## src/rtl/uart_tx_queue.sv

```systemverilog
`default_nettype none
// ============================================================================
// Module      : uart_tx_queue
// Description : Byte FIFO plus launch sequencer feeding a UART transmitter.
//               Host bytes are buffered in a DEPTH-entry circular queue and
//               handed to the transmitter one frame at a time, each launch
//               waiting for the previous frame's tx_done.
// Revision    : 1.0 - initial release
// ============================================================================
module uart_tx_queue #(
    parameter int DEPTH = 16,
    parameter int AW    = $clog2(DEPTH)
) (
    input  logic          clk,
    input  logic          rst,
    input  logic          wr_en,
    input  logic [7:0]    wr_data,
    output logic          full,
    output logic          empty,
    output logic [AW:0]   count,
    output logic          overflow,
    output logic          tx_trigger,
    output logic [7:0]    tx_din,
    input  logic          tx_busy,
    input  logic          tx_done
);

    localparam logic [AW-1:0] C_PTR_ONE  = AW'(1);
    localparam logic [AW:0]   C_CNT_ONE  = (AW+1)'(1);
    localparam logic [AW:0]   C_CNT_FULL = (AW+1)'(DEPTH);

    typedef enum logic [1:0] {
        ST_IDLE  = 2'd0,
        ST_ISSUE = 2'd1,
        ST_WAIT  = 2'd2
    } state_t;

    state_t        state_q,    state_d;
    logic [AW-1:0] wr_ptr_q,   wr_ptr_d;
    logic [AW-1:0] rd_ptr_q,   rd_ptr_d;
    logic [AW:0]   count_q,    count_d;
    logic          full_q,     full_d;
    logic          empty_q,    empty_d;
    logic          overflow_q, overflow_d;
    logic          trig_q,     trig_d;
    logic [7:0]    din_q,      din_d;
    logic [7:0]    mem_q [DEPTH];

    logic          w_push;
    logic          w_pop;

    // Accept a byte only when there is room; launch only from IDLE with a
    // byte waiting and the transmitter free.
    always_comb begin
        w_push = wr_en && !full_q;
        w_pop  = (state_q == ST_IDLE) && !empty_q && !tx_busy;
    end

    // Launch sequencer: next state, trigger pulse and held transmit byte.
    always_comb begin
        state_d = state_q;
        trig_d  = 1'b0;
        din_d   = din_q;
        case (state_q)
            ST_IDLE: begin
                if (w_pop) begin
                    state_d = ST_ISSUE;
                    trig_d  = 1'b1;
                    din_d   = mem_q[rd_ptr_q];
                end
            end
            ST_ISSUE: begin
                // tx_done here belongs to no frame of ours and is ignored.
                state_d = ST_WAIT;
            end
            ST_WAIT: begin
                if (tx_done) begin
                    state_d = ST_IDLE;
                end
            end
            default: begin
                state_d = ST_IDLE;
            end
        endcase
    end

    // Queue bookkeeping: pointers, occupancy, flags and dropped-write pulse.
    always_comb begin
        wr_ptr_d   = w_push ? (wr_ptr_q + C_PTR_ONE) : wr_ptr_q;
        rd_ptr_d   = w_pop  ? (rd_ptr_q + C_PTR_ONE) : rd_ptr_q;
        count_d    = count_q;
        case ({w_push, w_pop})
            2'b10:   count_d = count_q + C_CNT_ONE;
            2'b01:   count_d = count_q - C_CNT_ONE;
            default: count_d = count_q;
        endcase
        full_d     = (count_d == C_CNT_FULL);
        empty_d    = (count_d == '0);
        // A write while full is lost even if a pop frees a slot this cycle.
        overflow_d = wr_en && full_q;
    end

    // State and output registers with synchronous reset.
    always_ff @(posedge clk) begin
        if (rst) begin
            state_q    <= ST_IDLE;
            wr_ptr_q   <= '0;
            rd_ptr_q   <= '0;
            count_q    <= '0;
            full_q     <= 1'b0;
            empty_q    <= 1'b1;
            overflow_q <= 1'b0;
            trig_q     <= 1'b0;
            din_q      <= 8'h00;
        end else begin
            state_q    <= state_d;
            wr_ptr_q   <= wr_ptr_d;
            rd_ptr_q   <= rd_ptr_d;
            count_q    <= count_d;
            full_q     <= full_d;
            empty_q    <= empty_d;
            overflow_q <= overflow_d;
            trig_q     <= trig_d;
            din_q      <= din_d;
        end
    end

    // Queue storage; stale contents are harmless because pointers reset.
    always_ff @(posedge clk) begin
        if (!rst && w_push) begin
            mem_q[wr_ptr_q] <= wr_data;
        end
    end

    assign full       = full_q;
    assign empty      = empty_q;
    assign count      = count_q;
    assign overflow   = overflow_q;
    assign tx_trigger = trig_q;
    assign tx_din     = din_q;

endmodule
`default_nettype wire

```

## config.mk

```make
export PLATFORM = sky130hd
export DESIGN_NAME = uart_tx_queue
export DESIGN_NICKNAME = d
export VERILOG_FILES = /design/src/rtl/uart_tx_queue.sv
export SDC_FILE = /design/constraint.sdc
export NUM_CORES = 1
export LEC_CHECK = 0
export ABC_AREA = 1
export CAP_MARGIN = 10
export CORE_MARGIN = 2
export CORE_UTILIZATION = 54
export CTS_CLUSTER_SIZE = 40
export DETAILED_ROUTE_END_ITERATION = 10
export PLACE_DENSITY = 0.75
export SYNTH_ARGS = -nofsm -noshare
export SYNTH_HDL_FRONTEND = slang
export SYNTH_SLANG_ARGS = --single-unit
```

## constraint.sdc

```tcl
create_clock -name clk -period 1.95 [get_ports clk]
set_clock_uncertainty 0.2 [all_clocks]
set_input_delay 0.39 -clock clk [delete_from_list [all_inputs] [get_ports clk]]
set_output_delay 0.39 -clock clk [all_outputs]
set_load 0.01 [all_outputs]
```

==> flow_summary.yaml <==
cts:
  clkTransAtPathRegs_ns: 0.06
  clk_latency_ns: 0.42
  ctsHtreeMaxLevel: 4
  cts_root_buf: "clkbuf_16"
  cts_tree: "built"
  clockBufferDepth: 2
  clock-sinks: 155
  numCtsBuffers: 17
sta:
  tightest_slew_ns: 0.566
  slew_headroom_pct: 62.1
  fin_crit_sh_pct: 102
  clock.fmax_ghz: 0.500
  finalCriticalPeriod_ns: 2.00
  fin_tns_setup_ns: -0.135
  drv_slew: 0
  worst_slack_ns: -0.0485
  setup_viol: 3
  hold_violations: 0
  grt_setup_unrepaired: "yes"
cells_and_area:
  nNetsFinal: 644
  final_cells: 780
  drive_gt1_share_pct: 20.1
  area_growth_pct: 23.0
  antenna_cells: 0
  final_util_pct: 68.4
setup_path:
  required_ns: 2.11
  path_delay_family: "simple AND/OR/NAND/NOR gates"
  worstPathCellList: "nor2_4 > nand4_1 > nand2_2 > inv_2 > ha_4 > inv_2 > nand2_2 > nand3_2 > clkinv_2 > nand2_2 > nand2_2 > nand3_1 > nand2_1 > nand2_2 > nand2_2 > nor2_2"
  cp_num_cells: 16
  start_kind: "flip-flop"
  worst_ep_arrival_time_ns: 2.16
  cp_slowest_cell: "dfxtp_2"
  slowest_delay_ns: 0.33
  r2r_cells: 16
  startpoint: "state_q[1]"
  r2r_start: "state_q[1]"
  crit_buf_inv: 3
  path_class: "reg -> reg"
  cp_common_cell: "nand2_2"
  endpoint_kind: "flip-flop"
  path_max_fanout: 4
synthesis:
  async_flop_share_pct: 0
  syn_inst: 545
  syn-num-nets: 565
  ys_seq_area_share_pct: 68.5
  synth-simple-area-share_pct: 13.4
  synth-compound-area-share_pct: 11.4
  ys_seq_elements: 155
  syn_avg_cell_area_um2: 11.7
  yosysWarnings: 0
  synthAdderAreaFrac_pct: 1.37
  synth_top_family_by_area: "simple AND/OR/NAND/NOR gates"
  synth.area.mux_share_pct: 0
  synth.cell_area_um2: 6400
  synthDistinctLibCells: 33
  synth-main-ff-cell: "edfxtp_1"
  yosys.area_share.xor_xnor_pct: 0.391
  synth_edf_count: 128
power:
  power_density_nw_per_um2: 1110
  ir_worst_vdd_mv: 0.629
  leakage_nw: 2.86
  power_w: 0.00875
detailed_routing:
  remaining_drc_errors: 0
  wl_per_cell_um: 18.9
  routed_wl_um: 14700
  vias_per_cell: 5.75
  num_vias: 4484
  drt_iter0_markers: 461
  dr.pass1.iters: 5
  antenna_left: 0
global_route:
  grt_max_degree: 53
  grt-ovfl-total: 0
  grt_antenna_before_repair: 0
  grt_pass1_vias: 4425
  grt_first_pass_wirelength_um: 23100
  track_usage_pct: 24.0
placed_design:
  port_buffers: 29
  place_ws_ns: -0.543
  dpl.cell_count: 738
  gp_congestion: 0.854
  dp_hpwl_um: 9010
die:
  dieArea_um2: 12700
  die_x_um: 113
  rows: 39
  core_um2: 11500
  die_h_um: 113
  initial_core_util_pct: 55.6
  io_pins: 30
worst_hold_path:
  min_delay_path_depth: 3
  min_from: "wr_en"
  hold_class: "in -> reg"
run:
  maxCapViolations: 0
outcome:
  violations: "negative setup slack"
  status: "finished, violations left"
==> flip-flops by register name, indices dropped and copies added, names as in the netlist <==
register,flops
count,5
empty,1
full,1
mem_q,128
overflow,1
rd_ptr_q,4
state_q,2
tx_din,8
tx_trigger,1
wr_ptr_q,4
==> Yosys cell counts, types with 2 or more instances <==
master,number,area (µm²)
nand2_1,28,105
nor3_1,11,55.1
nand3_1,34,170
a21oi_1,8,40.0
clkbuf_1,5,18.8
buf_4,6,45.0
o211ai_1,32,240
nor2_1,108,405
o21ai_1,53,265
edfxtp_1,128,3840
o21ai_0,18,90.1
buf_2,15,75.1
nand4_1,2,12.5
dfxtp_1,27,541
clkinv_1,3,11.3
inv_1,29,109
inv_2,2,7.51
o221ai_1,8,70.1
nand3_2,2,20.0
nand2_2,3,18.8
ha_1,7,87.6
nor2_4,2,22.5
buf_6,4,45.0
==> final cells by class <==
| cell class | count | area (µm²) |
|---|---|---|
| clock buffer | 23 | 468 |
| clock inverter | 9 | 121 |
| fill | 785 | 3640 |
| inverter | 35 | 135 |
| multi-input combinational | 325 | 1780 |
| sequential | 155 | 4390 |
| tap | 143 | 179 |
| timing repair buffer | 90 | 807 |
==> where the power goes <==
group | leakage [nW] | internal (W) | switching, W
Combinational | 1.19 | 0.000722 | 0.000957
Clock | 0.288 | 0.00207 | 0.00120
Sequential | 1.38 | 0.00370 | 0.000100
Total | 2.86 | 0.00649 | 0.00226
==> layer usage <==
layer	up-vias	GRT usage [%]	wire, µm
met5	-	0	0
met4	0	12.4	434
li1	2118	-	-
met1	2152	31.7	6000
met3	31	4.71	877
met2	183	38.2	7390
==> timing repair <==
action | CTS | global route
buffers inserted | 7 | 3
pin swaps | 8 | 12
hold buffers | 0 | 0
cloned | 0 | 1
endpoints found under the hold margin | 0 | 0
endpoints found under the setup margin | 16 | 22
gates resized for setup | 17 | 14
==> layout by cell type, fill, tap and decap left out, drive strengths merged <==
cell           Yosys  layout
edfxtp           128     128
nor2             111     111
o21ai             71      71
buf               25      60
nand3             37      37
o211ai            32      32
inv               32      32
nand2             32      32
dfxtp             27      27
clkbuf             5      24
clkdlybuf4s50      0      22
nor3              11      11
o221ai             8       8
a21oi              8       8
clkinv             3       8
dlygate4sd2        0       7
ha                 7       7
bufinv             0       3
nand4              3       3
o21bai             2       2
xor2               2       2
o21a               1       1
clkinvlp           0       1
==> path summary, 6_finish.rpt <==
| path | end | slack [ns] |
|---|---|---|
| max | full | -0.05 |
| min | overflow | 0.19 |
| max reg2reg | full | -0.05 |
| min reg2reg | tx_din[0] | 0.30 |
==> tightest hold or removal path, stage by stage <==
cell and delay, ns:
dlygate4sd2_1 0.27, nand2_1 0.07, nor2_1 0.03
==> through the flow <==
stage / hold WS (ns) / cell area (µm²)
finish: 0.189 / 7880
global route: 0.204 / 7880
CTS: 0.175 / 7790
detailed placement: 0.282 / 7140
global placement: 0.265 / 7140
floorplan: 0.283 / 6420
==> logic make-up after synthesis <==
logic type | after synthesis
AOI/OAI and AO/OA | 122
xor gates and xnor gates | 2
adders and majority gates | 7
buffers and inverters | 65
DFF | 155
and+or+nand+nor | 194
(Power assumes the default switching activity.)
